[config.mk]
export PLATFORM = sky130hd
export DESIGN_NAME = xif_coproc_mux
export DESIGN_NICKNAME = d
export VERILOG_FILES = /design/src/rtl/xif_coproc_mux.sv
export SDC_FILE = /design/constraint.sdc
export NUM_CORES = 1
export LEC_CHECK = 0
export ABC_AREA = 0
export BUFFER_PORTS_ARGS = -buffer_cell sky130_fd_sc_hd__buf_2
export CORE_AREA = 2 2 195 197
export DETAILED_ROUTE_END_ITERATION = 8
export DIE_AREA = 0 0 197 199
export GPL_TIMING_DRIVEN = 0
export PLACE_DENSITY_LB_ADDON = 0.2
export SLEW_MARGIN = 20
export SYNTH_ARGS = -nofsm -noshare
export SYNTH_HDL_FRONTEND = slang
export SYNTH_SLANG_ARGS = --single-unit
[constraint.sdc]
create_clock -name clk_i -period 2 [get_ports clk_i]
set_input_delay 0.3 -clock clk_i [delete_from_list [all_inputs] [get_ports clk_i]]
set_output_delay 0.3 -clock clk_i [all_outputs]
set_load 0.02 [all_outputs]
[src/rtl/xif_coproc_mux.sv]
// X-interface fan-out: broadcast issue, route commit/mem-result to the owning unit, RR-arbitrate mem and result.
// Issue/commit/mem paths are combinational; result is a 1-entry register (1 cycle, full throughput); stalls via ready.
module xif_coproc_mux #(
   parameter int unsigned NrCoproc    = 2,
   parameter int unsigned IdWidth     = 4,
   parameter int unsigned InstrWidth  = 32,
   parameter int unsigned MemReqWidth = 80,
   parameter int unsigned ResultWidth = 64
) (
   input  logic                            clk_i,
   input  logic                            rst_i,
   input  logic                            issue_valid_i,
   output logic                            issue_ready_o,
   input  logic [IdWidth-1:0]              issue_id_i,
   input  logic [InstrWidth-1:0]           issue_instr_i,
   output logic                            issue_accept_o,
   output logic                            issue_writeback_o,
   output logic [NrCoproc-1:0]             cp_issue_valid_o,
   input  logic [NrCoproc-1:0]             cp_issue_ready_i,
   input  logic [NrCoproc-1:0]             cp_issue_accept_i,
   input  logic [NrCoproc-1:0]             cp_issue_writeback_i,
   input  logic                            commit_valid_i,
   input  logic [IdWidth-1:0]              commit_id_i,
   input  logic                            commit_kill_i,
   output logic [NrCoproc-1:0]             cp_commit_valid_o,
   input  logic [NrCoproc-1:0]             cp_mem_valid_i,
   output logic [NrCoproc-1:0]             cp_mem_ready_o,
   input  logic [NrCoproc*MemReqWidth-1:0] cp_mem_req_i,
   output logic                            mem_valid_o,
   input  logic                            mem_ready_i,
   output logic [MemReqWidth-1:0]          mem_req_o,
   input  logic                            mem_result_valid_i,
   output logic [NrCoproc-1:0]             cp_mem_result_valid_o,
   input  logic [NrCoproc-1:0]             cp_result_valid_i,
   output logic [NrCoproc-1:0]             cp_result_ready_o,
   input  logic [NrCoproc*ResultWidth-1:0] cp_result_i,
   output logic                            result_valid_o,
   input  logic                            result_ready_i,
   output logic [ResultWidth-1:0]          result_o,
   output logic                            conflict_o
);

   localparam int unsigned OwnW  = (NrCoproc > 1) ? $clog2(NrCoproc) : 1;
   localparam int unsigned Depth = 2**IdWidth;
   typedef logic [OwnW-1:0] own_t;

   function automatic own_t rr_pick(input logic [NrCoproc-1:0] req, input own_t ptr);
      own_t idx;
      own_t pick;
      logic found;
      idx   = ptr;
      pick  = '0;
      found = 1'b0;
      for (int i = 0; i < NrCoproc; i++) begin
         if (!found && req[idx]) begin
            pick  = idx;
            found = 1'b1;
         end
         idx = (idx == own_t'(NrCoproc - 1)) ? '0 : idx + own_t'(1);
      end
      return pick;
   endfunction

   function automatic own_t rr_next(input own_t g);
      return (g == own_t'(NrCoproc - 1)) ? '0 : g + own_t'(1);
   endfunction

   logic [Depth-1:0]       tbl_vld_q, tbl_vld_d, tbl_wb_q, tbl_wb_d;
   own_t                   tbl_own_q [Depth];
   own_t                   tbl_own_d [Depth];
   logic                   conflict_q, conflict_d;
   logic                   res_vld_q, res_vld_d;
   logic [ResultWidth-1:0] res_dat_q, res_dat_d;
   own_t                   res_ptr_q, res_ptr_d;
   logic                   mem_lock_q, mem_lock_d;
   own_t                   mem_own_q, mem_own_d;
   own_t                   mem_ptr_q, mem_ptr_d;

   // The instruction word reaches the units on their own wiring; only the ID matters here.
   logic unused_instr;
   assign unused_instr = ^issue_instr_i;

   logic id_busy, issue_hs, issue_wr, acc_wb;
   own_t acc_own;

   assign id_busy           = tbl_vld_q[issue_id_i];
   assign cp_issue_valid_o  = {NrCoproc{issue_valid_i && !id_busy}};
   assign issue_ready_o     = (&cp_issue_ready_i) && !id_busy;
   assign issue_accept_o    = |cp_issue_accept_i;
   assign issue_writeback_o = acc_wb;
   assign issue_hs          = issue_valid_i && issue_ready_o;
   assign issue_wr          = issue_hs && issue_accept_o;

   always_comb begin
      acc_own = '0;
      acc_wb  = 1'b0;
      for (int i = NrCoproc - 1; i >= 0; i--) begin
         if (cp_issue_accept_i[i]) begin
            acc_own = own_t'(i);
            acc_wb  = cp_issue_writeback_i[i];
         end
      end
   end

   logic commit_hit, commit_free;
   assign commit_hit  = commit_valid_i && tbl_vld_q[commit_id_i];
   assign commit_free = commit_hit && (commit_kill_i || !tbl_wb_q[commit_id_i]);

   always_comb begin
      cp_commit_valid_o = '0;
      if (commit_hit) cp_commit_valid_o[tbl_own_q[commit_id_i]] = 1'b1;
   end

   logic                   res_load, res_any, res_pop;
   own_t                   res_gnt;
   logic [ResultWidth-1:0] res_sel_dat;

   assign res_load       = !res_vld_q || result_ready_i;
   assign res_any        = |cp_result_valid_i;
   assign res_gnt        = rr_pick(cp_result_valid_i, res_ptr_q);
   assign res_pop        = res_vld_q && result_ready_i;
   assign result_valid_o = res_vld_q;
   assign result_o       = res_dat_q;
   assign conflict_o     = conflict_q;

   always_comb begin
      cp_result_ready_o = '0;
      res_sel_dat       = '0;
      for (int i = 0; i < NrCoproc; i++) begin
         if (own_t'(i) == res_gnt) res_sel_dat = cp_result_i[i*ResultWidth +: ResultWidth];
      end
      if (res_load && res_any) cp_result_ready_o[res_gnt] = 1'b1;
   end

   logic mem_any, mem_hs;
   own_t mem_sel;

   assign mem_any     = |cp_mem_valid_i;
   assign mem_sel     = rr_pick(cp_mem_valid_i, mem_ptr_q);
   assign mem_valid_o = !mem_lock_q && mem_any;
   assign mem_hs      = mem_valid_o && mem_ready_i;

   always_comb begin
      mem_req_o             = '0;
      cp_mem_ready_o        = '0;
      cp_mem_result_valid_o = '0;
      for (int i = 0; i < NrCoproc; i++) begin
         if (mem_valid_o && own_t'(i) == mem_sel) mem_req_o = cp_mem_req_i[i*MemReqWidth +: MemReqWidth];
      end
      if (mem_valid_o) cp_mem_ready_o[mem_sel] = mem_ready_i;
      if (mem_lock_q && mem_result_valid_i) cp_mem_result_valid_o[mem_own_q] = 1'b1;
   end

   always_comb begin
      tbl_vld_d  = tbl_vld_q;
      tbl_wb_d   = tbl_wb_q;
      tbl_own_d  = tbl_own_q;
      conflict_d = conflict_q | (issue_hs && ($countones(cp_issue_accept_i) > 1));
      res_vld_d  = res_vld_q;
      res_dat_d  = res_dat_q;
      res_ptr_d  = res_ptr_q;
      mem_lock_d = mem_lock_q;
      mem_own_d  = mem_own_q;
      mem_ptr_d  = mem_ptr_q;

      // Frees first so that a same-cycle issue write to the same ID takes precedence.
      if (commit_free) tbl_vld_d[commit_id_i] = 1'b0;
      if (res_pop) tbl_vld_d[res_dat_q[IdWidth-1:0]] = 1'b0;
      if (issue_wr) begin
         tbl_vld_d[issue_id_i] = 1'b1;
         tbl_own_d[issue_id_i] = acc_own;
         tbl_wb_d[issue_id_i]  = acc_wb;
      end

      if (res_load) begin
         res_vld_d = res_any;
         if (res_any) begin
            res_dat_d = res_sel_dat;
            res_ptr_d = rr_next(res_gnt);
         end
      end

      if (mem_hs) begin
         mem_lock_d = 1'b1;
         mem_own_d  = mem_sel;
         mem_ptr_d  = rr_next(mem_sel);
      end else if (mem_lock_q && mem_result_valid_i) begin
         mem_lock_d = 1'b0;
      end
   end

   always_ff @(posedge clk_i) begin
      if (rst_i) begin
         tbl_vld_q  <= '0;
         tbl_wb_q   <= '0;
         for (int i = 0; i < Depth; i++) tbl_own_q[i] <= '0;
         conflict_q <= 1'b0;
         res_vld_q  <= 1'b0;
         res_dat_q  <= '0;
         res_ptr_q  <= '0;
         mem_lock_q <= 1'b0;
         mem_own_q  <= '0;
         mem_ptr_q  <= '0;
      end else begin
         tbl_vld_q  <= tbl_vld_d;
         tbl_wb_q   <= tbl_wb_d;
         tbl_own_q  <= tbl_own_d;
         conflict_q <= conflict_d;
         res_vld_q  <= res_vld_d;
         res_dat_q  <= res_dat_d;
         res_ptr_q  <= res_ptr_d;
         mem_lock_q <= mem_lock_d;
         mem_own_q  <= mem_own_d;
         mem_ptr_q  <= mem_ptr_d;
      end
   end

endmodule
# After elaboration in Yosys (flattened, before gate mapping)
# Cells that the tools add are included.
[op_classes]
n_addsub = 5
n_mul = 0
div = 0
magnitude_cmp = 22
n_eq_ne = 0
shifts = 0
muxes = 61
bitwise_logic = 10
n_reduce_logical = 38
[ops]
columns = ["operator", "count"]
rows = [
  ["80-bit two-way mux", 2],
  ["64-bit two-way mux", 1],
  ["16-bit two-way mux", 3],
  ["1-bit two-way mux", 37],
  ["16-bit AND", 2],
  ["16-bit bitwise mux", 2],
  ["16-bit inverter", 2],
  ["1-bit logical AND", 24],
  ["1-bit binary-select mux with 4-bit select", 4],
  ["1-bit demux with 4-bit select", 4],
  ["1-bit by 2-bit < comparator with 1-bit output, second input constant", 8],
  ["16-bit OR", 1],
  ["4-bit by 5-bit < comparator with 1-bit output, second input constant", 3],
  ["4-bit by 1-bit >= comparator with 1-bit output, second input constant", 3],
  ["5-bit >= comparator, second input constant", 2],
  ["4-bit inverter with 5-bit output", 2],
  ["2-bit two-way mux", 4],
  ["1-bit logical NOT", 6],
  ["2-bit OR reduction", 3],
  ["5-bit by 1-bit < comparator with 1-bit output, second input constant", 1],
  ["1-bit adder, second input constant", 4],
  ["1-bit demux with 1-bit select", 4],
  ["1-bit >= comparator, second input constant", 4],
  ["2-bit AND reduction", 2],
  ["7 further kinds", 8],
]
[totals]
reg_bits = 118
latch_bits = 0
mem_bits_rw = 0
rom_bits = 0
in_bits = 346
out_inout_bits = 160
word_cells = 161
mem_count = 0

# Longest topological paths before layout
# Gate-level depths: netlist (run 1).
[depth]
ltp_word = 12
depth_mapped = 7

# Worst setup path after synthesis (run 1)
# Ideal clock, no wire load.
[synth_timing]
kind = "input port to output port"
startpoint = "input issue_id_i[0]"
endpoint = "output cp_issue_valid_o[1]"
arrival_ns = 2.004
t_required_ns = 1.700
path_slack_ns = -0.304
path_stages = 7
n_path_buf = 2
cell_sequence = "buf_2 -> mux4_2 -> nor2b_1 -> a211oi_1 -> a21oi_1 -> nor2_1 -> buf_4"
[synth_via]
elab_chain_cells = 4
[synth_lines]
columns = ["item", "line_no", "rtl"]
rows = [
  ["start: declaration", "14", "input logic [IdWidth-1:0] issue_id_i,"],
  ["1-bit binary-select mux with 4-bit select", "86", "assign id_busy = tbl_vld_q[issue_id_i];"],
  ["1-bit two-way mux (not written as such)", "86", ""],
  ["1-bit logical NOT", "87", "assign cp_issue_valid_o = {NrCoproc{issue_valid_i && !id_busy}};"],
  ["1-bit logical AND", "87", ""],
  ["end: declaration", "18", "output logic [NrCoproc-1:0] cp_issue_valid_o,"],
]
# No other way between the ends. The select of a mux whose other input is x is not followed.

# Worst setup path in the final report (run 1)
[layout_timing]
startpoint = "register tbl_own_q[0] (netlist name)"
endpoint = "output cp_commit_valid_o[1]"
[layout_via]
elab_chain_cells = 8
[layout_lines]
columns = ["item", "line_no", "rtl"]
rows = [
  ["start: declaration", "69", "own_t tbl_own_q [Depth];"],
  ["start signal: assignment", "207", "tbl_own_q <= tbl_own_d;"],
  ["1-bit binary-select mux with 4-bit select (*)", "111", "if (commit_hit) cp_commit_valid_o[tbl_own_q[commit_id_i]] = 1'b1;"],
  ["1-bit two-way mux (not written as such) (*) (2 in a row)", "111", ""],
  ["1-bit by 2-bit < comparator with 1-bit output (not written as such) or 1-bit >= comparator (tied branches)", "111", ""],
  ["1-bit logical AND (not written as such)", "111", ""],
  ["1-bit two-way mux (not written as such)", "111", ""],
  ["1-bit demux with 1-bit select (*)", "111", ""],
  ["2-bit two-way mux (*)", "111", ""],
  ["end: declaration", "25", "output logic [NrCoproc-1:0] cp_commit_valid_o,"],
]
# Mark *: on every way between the ends. The rest lies on a longest branch, timed or not. The select of a mux whose other input is x is not followed.

==> results.cfg, run 1 <==
[critical_path]
worst-endpoint-arrival_ps = 2040
crit_type = reg2out
critPathCaptureType = output port
crit_required_ps = 1700
start_kind = flip-flop
cpMaxStageDelayCell = mux4_2
critPathMaxFanout = 2
critical_path.max_stage_delay_ps = 540
path_common_cell = mux4_2
cp_cell_sequence = mux4_2, mux4_2, and2_4, buf_6

[pwr]
pwr-share-seq = 0.310
vdd_drop_max_mv = 0.509
clock_power_share = 0.378
combPwrFrac = 0.312
power_mw = 8.26
power_switching_share = 0.331
p_int_mw = 5.52
p_switching_mw = 2.74
p_per_area_nw_per_um2 = 738
cellLeakagePower_nw = 5.18

[clock_tree]
clk_latency_ps = 430
cts_tree = yes
path_clk_slew_ps = 60
cts_buffer_depth = 2
cts_sinks = 118
root_buffer = clkbuf_16
ctsHtreeMaxLevel = 4
cts_inserted_buffers = 17
hold_buffers = 0

[placed_design]
dp_hpwl_um = 32100
gp_congestion = 0.876
placed_cells = 1592
port_buffers = 469

[yosys]
ys_ff_latch = 118
synth_edf_count = 0
ys_seq_area_frac = 0.386
ys_top_cells_by_count = dfxtp_1 (118), nor2_1 (98), a22o_1 (80)
syn_nets = 995
synth_largest_area_cell = dfxtp_1
synth.top_cell.area_share = 0.386
synth_warnings = 0
synth-async-reset-ratio = 0
postSynthCellCount = 649
ys_types = 51
ys.flop_type = dfxtp_1
syn_avg_cell_area_um2 = 9.42
synth.most_common_cell = dfxtp_1
synth_area_leaders = dfxtp_1 (39%), a22o_1 (11%), a222oi_1 (10%)
netlist_area_um2 = 6110

[status]
status = finished, violations left
violations = setup timing

[global_routing]
grt_pass1_vias = 7997
grt_pass1_wl_um = 54800
grt-ovfl-total = 0
grt_max_degree = 17
grt_antenna_before_repair = 5
gr-usage-all-layers = 0.196

[timing]
fin_ws_ps = -337
slew_violations = 0
setup-violations-final = 78
post-route-min-period_ps = 2340
fmax_ghz = 0.428
worstMarginPinSlew_ps = 1080
finClkSkew_ps = 12.2
rsz0062_at_grt = true
fin_crit_sh = 1.17
slew_headroom = 0.274
hold_viol = 0

[cells_and_area]
multi_input_area_um2 = 3730
final_util = 0.302
seq_area_um2 = 2380
area_delta_synth_final_pct = 83.2
layout.cells.non_filler = 1657
nNetsFinal = 1514
drive_gt1_frac = 0.542
fillerInstances = 4010

[drt]
drtPass1Iterations = 8
totalWireLength_um = 40300
vias_per_cell = 4.79
drcViolationCount = 0
ant_nets = 0
dr.first_iter.drc_count = 904
routedWlPerCell_um = 24.3
num_vias = 7940

[die]
initial_core_util = 0.165
fp.coreArea_um2 = 37100
die_y_um = 199
die_area_um2 = 39200
io_pins = 506
fp-row-count = 71
die_w_um = 197

[min_path]
min_path_type = in2reg

[flow_run]
drv_cap = 0
## metal layers
| layer | vias up | wire (um) | global-route usage |
|---|---|---|---|
| met5 | - | 0 | 0 |
| met4 | 0 | 1870 | 0.102 |
| met3 | 71 | 3020 | 0.0549 |
| met2 | 409 | 20300 | 0.334 |
| met1 | 3840 | 15100 | 0.225 |
| li1 | 3620 | - | - |
## sequential cells by signal (all words and copies together) (netlist names), 16 cells and up
signal,cells
tbl_own_q,16
tbl_vld_q,16
result_o,64
tbl_wb_q,16
## final timing paths
kind                            slack (ps)             from                    to  cells past startpoint
worst min register to register         470       conflict_o            conflict_o                      2
worst min-delay path                   100  cp_result_i[98]          result_o[34]                      3
worst max-delay path                  -340     tbl_own_q[0]  cp_commit_valid_o[1]                      4
worst max register to register          90     tbl_vld_q[3]          tbl_vld_q[3]                      4
## timing repair
action | CTS | global route
pin swaps | 36 | 38
resized for setup | 274 | 64
buffers inserted | 13 | 5
setup endpoints to repair | 131 | 139
cloned | 9 | 8
## cell families (layout without fill, tap and decap cells)
kind of cell           count (synthesis)  after routing  synth area share
buffers and inverters                 78            607            0.0512
other                                  0              3                 0
AOI/OAI and AO/OA                    211            213             0.295
DFF                                  118            118             0.386
and+or+nand+nor                      199            199             0.171
muxes                                 43             43            0.0970
## placed cells by master (no fill, tap or decap), drive strengths merged, types with 13 or more instances in the layout
cell type,synthesis,layout
nor2,98,98
buf,16,514
o21ai,26,26
nand2b,13,13
mux4,13,13
a22o,80,80
a222oi,64,64
clkbuf,54,74
dfxtp,118,118
mux2i,30,30
## power groups by stage
stage,logic [mW],registers [mW],clock network (mW)
3_5_place_dp,2.00,2.61,0
4_1_cts,2.46,2.56,3.20
5_1_grt,2.71,2.57,3.32
3_3_place_gp,1.99,2.61,0
2_1_floorplan,0.875,2.72,0
6_report,2.58,2.56,3.12
## metrics by stage
stage / area (um^2) / hold slack (ps) / TNS (ps) / setup slack, ps
2_1_floorplan: 6130 / 446 / -122 / -62.2
3_3_place_gp: 9070 / 456 / -69040 / -953
3_5_place_dp: 9080 / 466 / -40490 / -577
4_1_cts: 10900 / 84.2 / -8250 / -384
5_1_grt: 11200 / 97.5 / -10600 / -404
6_report: 11200 / 105 / -5210 / -337
## cell type report
cell class / instances / share of cell area
clock buffers: 20 / 0.0399
diodes: 3 / 0.000670
flip-flops and latches: 118 / 0.212
well taps: 474 / 0.0530
clock inverters: 11 / 0.0113
inverters: 8 / 0.00268
repair buffers: 500 / 0.296
multi-input cells: 455 / 0.333
plain buffers: 68 / 0.0507
## worst max-delay path: cells and delay by family, from the launching register on
kind                   cells  cell delay, ps
AND/OR/NAND/NOR            1             160
buffers and inverters      1             120
multiplexers               2            1020
flip-flops                 1             310
Note: power is estimated with default switching activity, not from simulation.
==> inputs of run 2 (changes only) <==
REMOVE_ABC_BUFFERS = 1   (was unset)
TNS_END_PERCENT = 10   (was unset)
==> run 2 against run 1 <==
  * Total power rose by 2.5%
  * Fmax grew 0.28%
  * Final cell count shrank 3.4%
  * Clock power is 12% higher
  * Largest power group unchanged
  * The flow still finishes with violations (setup timing)
  * Clock-buffer cell count fell by 3
  * Clock skew grew 1.8 ps
  * Critical path type unchanged
  * Core utilization is 0.90 points lower
  * Sequential power hardly changed
  * Cell area is 3.0% lower
==> results.cfg, run 2 (synthesis results as in run 1) <==
[timing]
rsz0062_at_grt = true
hold_viol = 0
setup-violations-final = 87
post-route-min-period_ps = 2330
fin_crit_sh = 1.17
fin_ws_ps = -331
slew_violations = 0
finClkSkew_ps = 14.0
slew_headroom = 0.518
fmax_ghz = 0.429
tns_ps = -8170
worstMarginPinSlew_ps = 716

[die]
initial_core_util = 0.165
io_pins = 506
die_w_um = 197
die_area_um2 = 39200
die_y_um = 199
fp-row-count = 71
fp.coreArea_um2 = 37100

[drt]
routedWlPerCell_um = 22.6
vias_per_cell = 4.72
num_vias = 7554
drcViolationCount = 0
drtPass1Iterations = 8
dr.first_iter.drc_count = 673
totalWireLength_um = 36200
ant_nets = 0

[cells_and_area]
largest_register_ffs = 64
area_delta_synth_final_pct = 77.7
nNetsFinal = 1459
finish.instance_area_um2 = 10900
layout.cells.non_filler = 1601
drive_gt1_frac = 0.542
final_cell_mix = buf_2 (396), dfxtp_1 (112), nor2_1 (96)
final_common_cell = buf_2

[placed_design]
gp_congestion = 0.807
place_ws_ps = -496
place_area_um2 = 9200
dp_hpwl_um = 27300
port_buffers = 473
placed_cells = 1542

[global_routing]
gr-usage-all-layers = 0.174
grt_pass1_wl_um = 49800
grt-ovfl-total = 0
grt_max_degree = 85
grt_pass1_vias = 7262
grt_antenna_before_repair = 3

[clock_tree]
root_buffer = clkbuf_16
cts_buffer_depth = 2
cts_inserted_buffers = 17
cts_tree = yes
cts_sinks = 118
clk_latency_ps = 420
ctsHtreeMaxLevel = 4
hold_buffers = 0
path_clk_slew_ps = 70

[critical_path]
worst-endpoint-arrival_ps = 2030
critPathCaptureType = output port
start_kind = flip-flop
crit_type = reg2out
critPathMaxFanout = 2
crit_required_ps = 1700

[pwr]
vdd_drop_max_mv = 0.452
cellLeakagePower_nw = 5.04
p_per_area_nw_per_um2 = 780
power_mw = 8.47

[min_path]
min_path_type = in2reg

[status]
status = finished, violations left
violations = setup timing

[flow_run]
drv_cap = 0
==> run 2: cell count changes in the layout (fill, tap and decap cells not counted), sizes merged, moves of 2 or more <==
cell	delta
bufinv	+3
clkbuf	-54
bufbuf	+3
clkinv	+4
buf	-6
diode	-2
clkinvlp	-2
==> run 2: metal layers <==
metal | GRT usage | vias up | routed length, um
met5 | 0 | - | 7
met4 | 0.0284 | 2 | 338
met3 | 0.0693 | 23 | 3250
met2 | 0.258 | 322 | 16500
met1 | 0.240 | 3689 | 16200
li1 | - | 3518 | -
==> run 2: final cells by class <==
cell class	instances	area (um^2)
flip-flops and latches	118	2380
multi-input cells	454	3640
diodes	1	2.50
fillers	4008	26300
clock buffers	17	425
repair buffers	514	3570
clock inverters	15	228
well taps	474	593
inverters	8	30.0
==> run 2: path summary, 6_finish.rpt <==
| check | start | endpoint | slack [ps] | depth (start not counted) |
|---|---|---|---|---|
| worst min register to register | conflict_o | conflict_o | 460 | 2 |
| worst max register to register | tbl_wb_q[10] | tbl_vld_q[4] | 280 | 5 |
| worst min-delay path | cp_result_i[102] | result_o[38] | 120 | 3 |
| worst max-delay path | tbl_own_q[4] | cp_commit_valid_o[1] | -330 | 4 |
==> run 2: worst max-delay path, stage by stage, from the launching register on <==
cell	delay, ps
dfxtp_2	320
mux4_2	510
mux4_2	510
and2_4	160
buf_6	120
==> run 2: what timing repair did <==
item                                    4_1_cts  5_1_grt
buffers inserted                             22        0
endpoints found under the setup margin      117       93
pin swaps                                    47       16
gates cloned                                  7        0
gates resized for setup                     184       30
==> run 2: where the power goes <==
group	internal (mW)	switching [mW]
clock	2.22	1.27
combinational	1.12	1.29
sequential	2.47	0.0881
==> run 2: per-stage QoR <==
stage,util,hold WS [ps]
after global placement,0.237,452
final,0.293,115
after global routing,0.293,112
after floorplan,-,366
after CTS,0.291,85.3
after detailed placement,0.248,455
==> inputs of run 3 (changes only) <==
PLACE_DENSITY = 0.53   (was unset)
PLACE_DENSITY_LB_ADDON = unset   (was 0.2)
==> run 3 against run 2 <==
  * The flow still finishes with violations (setup timing)
  * Via count increased by 0.64%
  * Combinational power fell by 2%
  * Critical path depth stayed put
  * Worst setup slack got worse by 19 ps
  * First-iteration DRC count shrank 5.3%
  * Total power down 3.4%
  * Clock-buffer cell count up 2
  * Sequential share of layout area up 0.28 points
  * Non-clock buffer count fell by 5
  * Flip-flop and latch count stayed put
  * Cell area is 1.1% lower
  * Worst hold slack worse by 6.2 ps
  * Critical endpoint unchanged
  * Highest routed layer unchanged
==> results.cfg, run 3 (synthesis results as in run 1) <==
[critical_path]
critPathCaptureType = output port
crit_type = reg2out
start_kind = flip-flop
critPathMaxFanout = 2
worst-endpoint-arrival_ps = 2050
cp_cell_sequence = mux4_2, mux4_2, and2_4, buf_6
timing.rr.start = tbl_wb_q[0]
r2r_slack_ps = 110
path_buf_inv = 1
critical_path.max_stage_delay_ps = 520
startpoint = tbl_own_q[5]
cpMaxStageDelayCell = mux4_2
crit_required_ps = 1700
path_common_cell = mux4_2
path_delay_family = multiplexers

[die]
io_pins = 506
die_y_um = 199
initial_core_util = 0.165
fp-row-count = 71
fp.coreArea_um2 = 37100
die_area_um2 = 39200
die_w_um = 197

[cells_and_area]
final_cell_mix = buf_2 (389), dfxtp_1 (111), nor2_1 (97)
final_common_cell = buf_2
nNetsFinal = 1453
finish.instance_area_um2 = 10700
drive_gt1_frac = 0.535
layout.cells.non_filler = 1595
largest_register_ffs = 64
area_delta_synth_final_pct = 75.7

[clock_tree]
root_buffer = clkbuf_16
cts_inserted_buffers = 17
ctsHtreeMaxLevel = 4
cts_sinks = 118
cts_buffer_depth = 2
path_clk_slew_ps = 60
cts_tree = yes
clk_latency_ps = 430

[global_routing]
grt_antenna_before_repair = 3
grt_pass1_vias = 6995
grt_pass1_wl_um = 45000
gr-usage-all-layers = 0.157
grt_max_degree = 95
grt-ovfl-total = 0

[placed_design]
port_buffers = 473
placed_cells = 1538
dp_hpwl_um = 25700
place_area_um2 = 9110
gp_congestion = 0.873

[status]
status = finished, violations left
violations = setup timing

[min_path]
min_path_type = in2reg
min_from = cp_result_i[71]

[timing]
fmax_ghz = 0.426
rsz0062_at_grt = true
slew_headroom = 0.470
setup-violations-final = 82
finClkSkew_ps = 7.75
fin_ws_ps = -350
whs_ps = 109
fin_crit_sh = 1.18
hold_viol = 0
worstMarginPinSlew_ps = 795
slew_violations = 0
post-route-min-period_ps = 2350

[drt]
drcViolationCount = 0
routedWlPerCell_um = 20.9
totalWireLength_um = 33300
dr.first_iter.drc_count = 637
drtPass1Iterations = 6
num_vias = 7602
ant_nets = 0
vias_per_cell = 4.77

[pwr]
vdd_drop_max_mv = 0.483
power_mw = 8.18
cellLeakagePower_nw = 4.96
p_per_area_nw_per_um2 = 762

[flow_run]
drv_cap = 0
run 3: cell types whose count changed in the layout (fill, tap and decap cells not counted), moves of 3 or more:
cell | before | now
buf_2 | 396 | 389
clkinv_4 | 5 | 2
bufbuf_16 | 3 | 0
a22o_1 | 70 | 73
buf_6 | 77 | 82
buf_8 | 7 | 4
a22o_4 | 10 | 7
inv_6 | 1 | 4
run 3: final timing paths:
path,end,cells past startpoint
worst max-delay path,cp_commit_valid_o[1],4
worst min-delay path,result_o[7],3
worst max register to register,tbl_vld_q[1],5
worst min register to register,conflict_o,2
run 3: report_power, final:
group / switching [mW] / leakage, nW / internal (mW) / total, mW
Combinational: 1.28 / 3.69 / 1.10 / 2.38
Sequential: 0.0884 / 0.970 / 2.47 / 2.56
Clock: 1.21 / 0.297 / 2.04 / 3.25
Total: 2.57 / 4.96 / 5.61 / 8.18
run 3: through the flow:
stage	utilization	setup TNS, ps	setup slack (ps)
after floorplan	-	-514210	-3800
after global placement	0.237	-1054910	-8470
after detailed placement	0.245	-20550	-461
after CTS	0.281	-14060	-387
after global routing	0.289	-16250	-417
final	0.289	-11700	-350
run 3: cell type report:
class | count | area (um^2)
multi-input combinational | 453 | 3590
clock inverter | 13 | 170
antenna | 1 | 2.50
sequential | 118 | 2380
timing repair buffer | 509 | 3520
tap | 474 | 593
inverter | 8 | 30.0
fill | 3969 | 26400
clock buffer | 19 | 453
run 3: layer usage:
metal | routed length (um) | global-route usage | vias to the layer above | share of wire
met3 | 4440 | 0.0860 | 36 | 0.13
met4 | 857 | 0.0571 | 6 | 0.026
met2 | 14700 | 0.218 | 382 | 0.44
li1 | - | - | 3492 | -
met1 | 13300 | 0.201 | 3686 | 0.40
met5 | 36 | 0 | - | 0.0011
run 3: what timing repair did:
action	4_1_cts	5_1_grt
setup endpoints to repair	107	89
hold buffers	0	0
buffers inserted	10	7
resized for setup	141	71
cloned	7	0
pin swaps	38	40
run 3: worst reg2reg max path: cells and delay by family, from the launching register on:
kind / cells / cell delay (ps)
AOI/OAI and AO/OA: 2 / 810
and+or+nand+nor: 2 / 590
DFF: 1 / 330
muxes: 1 / 80
